<file path="src/rtl/rv32_pkg.sv">
// Shared RV32 writeback types: the buffered writeback entry, the
// round-robin source selector and the default result-buffer depth.
package rv32_pkg;

  // Default number of long-latency results the writeback buffer can hold.
  localparam int WB_FIFO_DEPTH = 4;

  // One pending register-file write.
  typedef struct packed {
    logic [4:0]  rd;
    logic        fp;
    logic [31:0] data;
  } wb_entry_t;

  // Which long-latency source wins the next tie.
  typedef enum logic {
    RR_MD  = 1'b0,
    RR_FPU = 1'b1
  } rr_sel_e;

  // A write to integer x0 has no architectural effect.
  function automatic logic wb_is_x0(input logic [4:0] rd, input logic fp);
    return (fp == 1'b0) && (rd == 5'd0);
  endfunction

endpackage

</file>
<file path="src/rtl/rv32_wb_fifo.sv">
// Synchronous FIFO of pending writeback entries. Full/empty come from an
// occupancy counter; read/write pointers wrap naturally at the power-of-two
// depth. Pushes while full and pops while empty are ignored.
module rv32_wb_fifo
  import rv32_pkg::*;
#(
  parameter int DEPTH = WB_FIFO_DEPTH
) (
  input  logic                           clk_i,
  input  logic                           rst_ni,
  input  logic                           i_push,
  input  wb_entry_t                      i_push_entry,
  input  logic                           i_pop,
  output wb_entry_t                      o_head,
  output logic                           o_full,
  output logic                           o_empty,
  output logic [$clog2(DEPTH+1)-1:0]     o_count
);

  localparam int AW = $clog2(DEPTH);
  localparam int CW = $clog2(DEPTH+1);
  localparam logic [AW-1:0] PTR_ONE  = {{(AW-1){1'b0}}, 1'b1};
  localparam logic [CW-1:0] CNT_ONE  = {{(CW-1){1'b0}}, 1'b1};
  localparam logic [CW-1:0] CNT_FULL = CW'(DEPTH);

  wb_entry_t       r_mem [DEPTH];
  logic [AW-1:0]   r_wr_ptr;
  logic [AW-1:0]   r_rd_ptr;
  logic [CW-1:0]   r_count;
  logic            w_do_push;
  logic            w_do_pop;

  assign o_full    = (r_count == CNT_FULL);
  assign o_empty   = (r_count == {CW{1'b0}});
  assign o_count   = r_count;
  assign o_head    = r_mem[r_rd_ptr];
  assign w_do_push = i_push & ~o_full;
  assign w_do_pop  = i_pop & ~o_empty;

  // Storage array: written at the tail on an accepted push; contents need no reset.
  always_ff @(posedge clk_i) begin
    if (w_do_push) begin
      r_mem[r_wr_ptr] <= i_push_entry;
    end
  end

  // Pointers and occupancy count; simultaneous push and pop leave the count unchanged.
  always_ff @(posedge clk_i or negedge rst_ni) begin
    if (!rst_ni) begin
      r_wr_ptr <= {AW{1'b0}};
      r_rd_ptr <= {AW{1'b0}};
      r_count  <= {CW{1'b0}};
    end else begin
      if (w_do_push) begin
        r_wr_ptr <= r_wr_ptr + PTR_ONE;
      end
      if (w_do_pop) begin
        r_rd_ptr <= r_rd_ptr + PTR_ONE;
      end
      case ({w_do_push, w_do_pop})
        2'b10:   r_count <= r_count + CNT_ONE;
        2'b01:   r_count <= r_count - CNT_ONE;
        default: r_count <= r_count;
      endcase
    end
  end

endmodule

</file>
<file path="src/rtl/rv32_wb_arbiter.sv">
// Register-file writeback arbiter. The in-order pipeline owns the write port
// whenever it writes; mul/div and FPU results are accepted round-robin into
// a small FIFO and drained in acceptance order through otherwise-free slots.
// The register-file write port is registered (one cycle of latency).
module rv32_wb_arbiter
  import rv32_pkg::*;
#(
  parameter int FIFO_DEPTH = WB_FIFO_DEPTH
) (
  input  logic                               clk_i,
  input  logic                               rst_ni,
  input  logic                               pipe_we_i,
  input  logic [4:0]                         pipe_rd_i,
  input  logic                               pipe_fp_i,
  input  logic [31:0]                        pipe_data_i,
  input  logic                               md_valid_i,
  output logic                               md_ready_o,
  input  logic [4:0]                         md_rd_i,
  input  logic [31:0]                        md_data_i,
  input  logic                               fpu_valid_i,
  output logic                               fpu_ready_o,
  input  logic [4:0]                         fpu_rd_i,
  input  logic                               fpu_fp_i,
  input  logic [31:0]                        fpu_data_i,
  output logic                               rf_we_o,
  output logic [4:0]                         rf_rd_o,
  output logic                               rf_fp_o,
  output logic [31:0]                        rf_data_o,
  output logic [$clog2(FIFO_DEPTH+1)-1:0]    fifo_count_o
);

  rr_sel_e     r_rr;
  logic        r_rf_we;
  logic [4:0]  r_rf_rd;
  logic        r_rf_fp;
  logic [31:0] r_rf_data;

  logic        w_full;
  logic        w_empty;
  wb_entry_t   w_head;
  logic        w_md_ready;
  logic        w_fpu_ready;
  logic        w_md_acc;
  logic        w_fpu_acc;
  logic        w_push;
  wb_entry_t   w_push_entry;
  logic        w_pipe_wr;
  logic        w_pop;
  logic        w_nxt_we;
  logic [4:0]  w_nxt_rd;
  logic        w_nxt_fp;
  logic [31:0] w_nxt_data;

  // Source readiness: nothing while full, otherwise the lone requester or the round-robin winner.
  always_comb begin
    w_md_ready  = 1'b0;
    w_fpu_ready = 1'b0;
    if (w_full) begin
      w_md_ready  = 1'b0;
      w_fpu_ready = 1'b0;
    end else if (md_valid_i && fpu_valid_i) begin
      w_md_ready  = (r_rr == RR_MD);
      w_fpu_ready = (r_rr == RR_FPU);
    end else begin
      w_md_ready  = 1'b1;
      w_fpu_ready = 1'b1;
    end
  end

  assign md_ready_o  = w_md_ready;
  assign fpu_ready_o = w_fpu_ready;
  assign w_md_acc    = md_valid_i & w_md_ready;
  assign w_fpu_acc   = fpu_valid_i & w_fpu_ready;
  assign w_push      = w_md_acc | w_fpu_acc;

  // Enqueue payload from whichever source was accepted; mul/div always targets the integer file.
  always_comb begin
    w_push_entry = '{rd: fpu_rd_i, fp: fpu_fp_i, data: fpu_data_i};
    if (w_md_acc) begin
      w_push_entry = '{rd: md_rd_i, fp: 1'b0, data: md_data_i};
    end else begin
      w_push_entry = '{rd: fpu_rd_i, fp: fpu_fp_i, data: fpu_data_i};
    end
  end

  // Round-robin pointer hands priority to the other source after each accepted transfer.
  always_ff @(posedge clk_i or negedge rst_ni) begin
    if (!rst_ni) begin
      r_rr <= RR_MD;
    end else if (w_md_acc) begin
      r_rr <= RR_FPU;
    end else if (w_fpu_acc) begin
      r_rr <= RR_MD;
    end else begin
      r_rr <= r_rr;
    end
  end

  rv32_wb_fifo #(
    .DEPTH        (FIFO_DEPTH)
  ) u_fifo (
    .clk_i        (clk_i),
    .rst_ni       (rst_ni),
    .i_push       (w_push),
    .i_push_entry (w_push_entry),
    .i_pop        (w_pop),
    .o_head       (w_head),
    .o_full       (w_full),
    .o_empty      (w_empty),
    .o_count      (fifo_count_o)
  );

  // A pipeline write to integer x0 leaves the slot free for the buffer.
  assign w_pipe_wr = pipe_we_i & ~wb_is_x0(pipe_rd_i, pipe_fp_i);
  assign w_pop     = ~w_pipe_wr & ~w_empty;

  // Next write-port contents: pipeline first, then the FIFO head; x0 heads are dropped.
  always_comb begin
    w_nxt_we   = 1'b0;
    w_nxt_rd   = r_rf_rd;
    w_nxt_fp   = r_rf_fp;
    w_nxt_data = r_rf_data;
    if (w_pipe_wr) begin
      w_nxt_we   = 1'b1;
      w_nxt_rd   = pipe_rd_i;
      w_nxt_fp   = pipe_fp_i;
      w_nxt_data = pipe_data_i;
    end else if (w_pop) begin
      if (wb_is_x0(w_head.rd, w_head.fp)) begin
        w_nxt_we = 1'b0;
      end else begin
        w_nxt_we   = 1'b1;
        w_nxt_rd   = w_head.rd;
        w_nxt_fp   = w_head.fp;
        w_nxt_data = w_head.data;
      end
    end else begin
      w_nxt_we = 1'b0;
    end
  end

  // Registered register-file write port; payload holds when no write is issued.
  always_ff @(posedge clk_i or negedge rst_ni) begin
    if (!rst_ni) begin
      r_rf_we   <= 1'b0;
      r_rf_rd   <= 5'd0;
      r_rf_fp   <= 1'b0;
      r_rf_data <= 32'd0;
    end else begin
      r_rf_we   <= w_nxt_we;
      r_rf_rd   <= w_nxt_rd;
      r_rf_fp   <= w_nxt_fp;
      r_rf_data <= w_nxt_data;
    end
  end

  assign rf_we_o   = r_rf_we;
  assign rf_rd_o   = r_rf_rd;
  assign rf_fp_o   = r_rf_fp;
  assign rf_data_o = r_rf_data;

endmodule

</file>
<file path="config.mk">
export PLATFORM = sky130hd
export DESIGN_NAME = rv32_wb_arbiter
export DESIGN_NICKNAME = d
export VERILOG_FILES = /design/src/rtl/rv32_pkg.sv /design/src/rtl/rv32_wb_fifo.sv /design/src/rtl/rv32_wb_arbiter.sv
export SDC_FILE = /design/constraint.sdc
export NUM_CORES = 1
export LEC_CHECK = 0
export CAP_MARGIN = 20
export CORE_MARGIN = 4
export CORE_UTILIZATION = 58
export CTS_BUF_LIST = sky130_fd_sc_hd__clkbuf_8
export DETAILED_ROUTE_END_ITERATION = 8
export GPL_TIMING_DRIVEN = 0
export PLACE_DENSITY = 0.89
export SYNTH_ARGS = -nofsm -noshare
export SYNTH_HDL_FRONTEND = slang
export SYNTH_HIERARCHICAL = 1
export SYNTH_SLANG_ARGS = --single-unit
export TNS_END_PERCENT = 30
</file>
<file path="constraint.sdc">
create_clock -name clk_i -period 4.3 [get_ports clk_i]
set_input_delay 0.645 -clock clk_i [delete_from_list [all_inputs] [get_ports clk_i]]
set_output_delay 0.645 -clock clk_i [all_outputs]
set_load 0.05 [all_outputs]
</file>
==> results.cfg <==
[detailed_routing]
dr_total_vias = 5200
drtIter0Drc = 571
drc = 0
drt_wl_total_mm = 18.93
drt_first_pass_iters = 6
via_per_inst = 5.943
antenna_left = 0
wl_per_cell_um = 21.63

[clock_network]
cts-root-buf = clkbuf_8
clockBufferDepth = 2
cts_made_buffers = 17
cts_sinks = 199
cts-htree-levels = 4
cts_tree = built
insertion_delay_ns = 0.47
cts_setup_buffers = 0
clk_pin_slew_ns = 0.10
cts_resized = 0
postCtsHoldBufs = 0

[yosys]
synth.avg_cell_area_um2 = 16.36
ys.flop_type = edfxtp_1
syn_area_mm2 = 0.008197
yosysWarnings = 6
synth_nets = 625
synth_edf_count = 152
synth-seq-cells = 199
async_flop_share_pct = 23.62
ys_seq_area_share_pct = 70.04
synthDistinctLibCells = 31
netlist_instances = 501

[sta]
period_share_pct = 78.12
finalHoldViolations = 0
tightest_slew_ns = 1.076
setup_tns_ns = 0
rsz0062_at_grt = no
hold_ws_ns = 0.08578
slew_violations = 0
relSlewSlack_pct = 28.25
final.setup.worst_slack_ns = 0.9408
setup_viol = 0
max_freq_ghz = 0.2977
skew_ns = 0.01400
timing.final.crit_period_ns = 3.359

[floorplan]
die_w_um = 126.9
dieHeight_um = 126.9
die_area_mm2 = 0.01610
start_util_pct = 59.05
rows = 43
ios = 162
coreArea_mm2 = 0.01388

[flow_run]
maxCapViolCount = 0

[pwr]
combPwrFrac_pct = 41.8
swShare_pct = 36.78
powerDensity_mw_per_mm2 = 735.4
ir_worst_vdd_mv = 0.3910
netSwitchingPower_uw = 2849
power_leakage_uw = 0.003783
p_total_uw = 7746
p_int_uw = 4897
power.share.clock_pct = 18.2
seq_power_share_pct = 40.0

[setup_path]
cp_data_required_time_ns = 4.69
cp-start-kind = input pin
worstSetupPathType = input pin to register
ff2ff_path_depth = 9
r2r-end = rf_data_o[28]
critPathArrivalTime_ns = 3.75
critical_path.max_fanout = 10
reg2reg_from = u_fifo/r_rd_ptr[0]
worst_setup_path_end_kind = register
ff2ff_setup_slack_ns = 1.29

[global_route]
grt_overflow = 0
grt.total_usage_pct = 24.18
grt_pass1_vias = 5514
grt_pass1_wl_mm = 29.27
grt_max_degree = 39
antenna_found_initial = 0

[placement]
post-place-ws_ns = 0.4884
hpwl_mm = 12.34
portBuffers = 161
place_congestion = 0.7818

[finish]
drive_above_1_share_pct = 19.28
final_core_util_pct = 75.89
area_growth_pct = 28.52
fillCellCount = 842
nets = 806
antenna_cells = 0

[run_status]
status = complete, no violations

[min_path]
min_path_type = input pin to async pin
-- kinds of logic after synthesis --
family | synth area share [%]
AND/OR/NAND/NOR | 6.442
flip-flops | 70.04
buffers and inverters | 2.122
AO/OA/AOI/OAI | 3.923
multiplexers | 15.83
XOR/XNOR | 0.6412
adder cells (fa/ha/maj) | 1.007
-- power by group through the flow --
| stage | registers (uW) | clock network [uW] | logic, uW |
|---|---|---|---|
| 3_3_place_gp | 3080 | 0 | 3130 |
| 4_1_cts | 3100 | 1430 | 3250 |
| 6_report | 3100 | 1410 | 3240 |
| 2_1_floorplan | 3680 | 0 | 1580 |
| 5_1_grt | 3150 | 1500 | 3440 |
| 3_5_place_dp | 3140 | 0 | 3220 |
-- state kept, by name, indices dropped and copies added, names as in the netlist --
register,flops
r_rr,1
rf_data_o,32
rf_fp_o,1
rf_rd_o,5
rf_we_o,1
u_fifo/o_count,3
u_fifo/r_mem,152
u_fifo/r_rd_ptr,2
u_fifo/r_wr_ptr,2
-- cell usage in the layout (no fill, tap or decap), types with 3 or more instances in the layout --
cell,synthesis,final
nand2_1,67,67
nor2_1,42,42
a21oi_1,13,13
ha_1,5,5
dfrtp_1,47,47
xnor2_1,3,3
buf_4,7,7
mux4_2,38,38
clkbuf_8,0,19
buf_2,10,11
clkdlybuf4s50_1,0,160
nor2b_1,7,7
edfxtp_1,152,152
clkinv_2,0,3
clkbuf_1,10,10
xor2_1,3,3
a31oi_1,34,34
bufinv_16,0,6
inv_1,8,8
and3_2,4,4
mux2_2,37,37
-- synth_stat cells, types with 3 or more instances --
| master | instances | area, um2 |
|---|---|---|
| xnor2_1 | 3 | 26.28 |
| and3_2 | 4 | 30.03 |
| nor2b_1 | 7 | 43.79 |
| buf_2 | 10 | 50.05 |
| mux4_2 | 38 | 855.8 |
| nor2_1 | 42 | 157.7 |
| ha_1 | 5 | 62.56 |
| mux2_2 | 37 | 416.7 |
| nand2_1 | 67 | 251.5 |
| clkbuf_1 | 10 | 37.54 |
| inv_1 | 8 | 30.03 |
| dfrtp_1 | 47 | 1176 |
| edfxtp_1 | 152 | 4564 |
| buf_4 | 7 | 52.55 |
| xor2_1 | 3 | 26.28 |
| a21oi_1 | 13 | 65.06 |
| a31oi_1 | 34 | 212.7 |
-- cell type report --
type                            instances  area, um2  area share [%]
Sequential cell                       199       5741           54.50
Clock buffer                           19      261.5           2.482
Multi-Input combinational cell        266       2282           21.67
Timing Repair Buffer                  162       1627           15.44
Clock inverter                         13      224.0           2.126
Inverter                                8      30.03          0.2851
Tap cell                              180      225.2           2.138
Buffer                                 28      143.9           1.366
-- layer usage --
metal	track usage, %	vias up	share of wire (%)
li1	-	2253	-
met1	29.19	2653	36
met2	42.40	269	54
met3	6.695	25	8.7
met4	7.760	0	1.2
met5	0	-	0
-- worst max-delay path by stage --
| stage | startpoint | endpoint | slack (ns) |
|---|---|---|---|
| after CTS | pipe_rd_i[0] | u_fifo/o_count[2] | 0.97 |
| after global routing | pipe_rd_i[0] | u_fifo/o_count[2] | 0.80 |
| after global placement | pipe_rd_i[0] | u_fifo/o_count[2] | 0.60 |
| final | pipe_rd_i[0] | u_fifo/o_count[2] | 0.94 |
| after floorplan | pipe_rd_i[0] | u_fifo/o_count[2] | 1.28 |
| after detailed placement | pipe_rd_i[0] | u_fifo/o_count[2] | 0.49 |
-- metrics by stage --
step | cell area [um2] | cells
6_report | 10530 | 875
5_1_grt | 10530 | 875
4_1_cts | 10530 | 875
3_5_place_dp | 10050 | 843
3_3_place_gp | 10030 | 842
2_1_floorplan | 8197 | 501
-- worst max-delay path, stage by stage --
cell and delay [ns]:
clkdlybuf4s50_1 0.42, or4_1 0.58, o31ai_4 0.35, buf_2 0.28, nor2b_1 0.16, o31a_2 0.21, ha_1 0.20, inv_1 0.08
fa_1 0.41, xor2_1 0.16, nor2_1 0.11, xor2_1 0.15
Note: power is estimated with default switching activity, not from simulation.
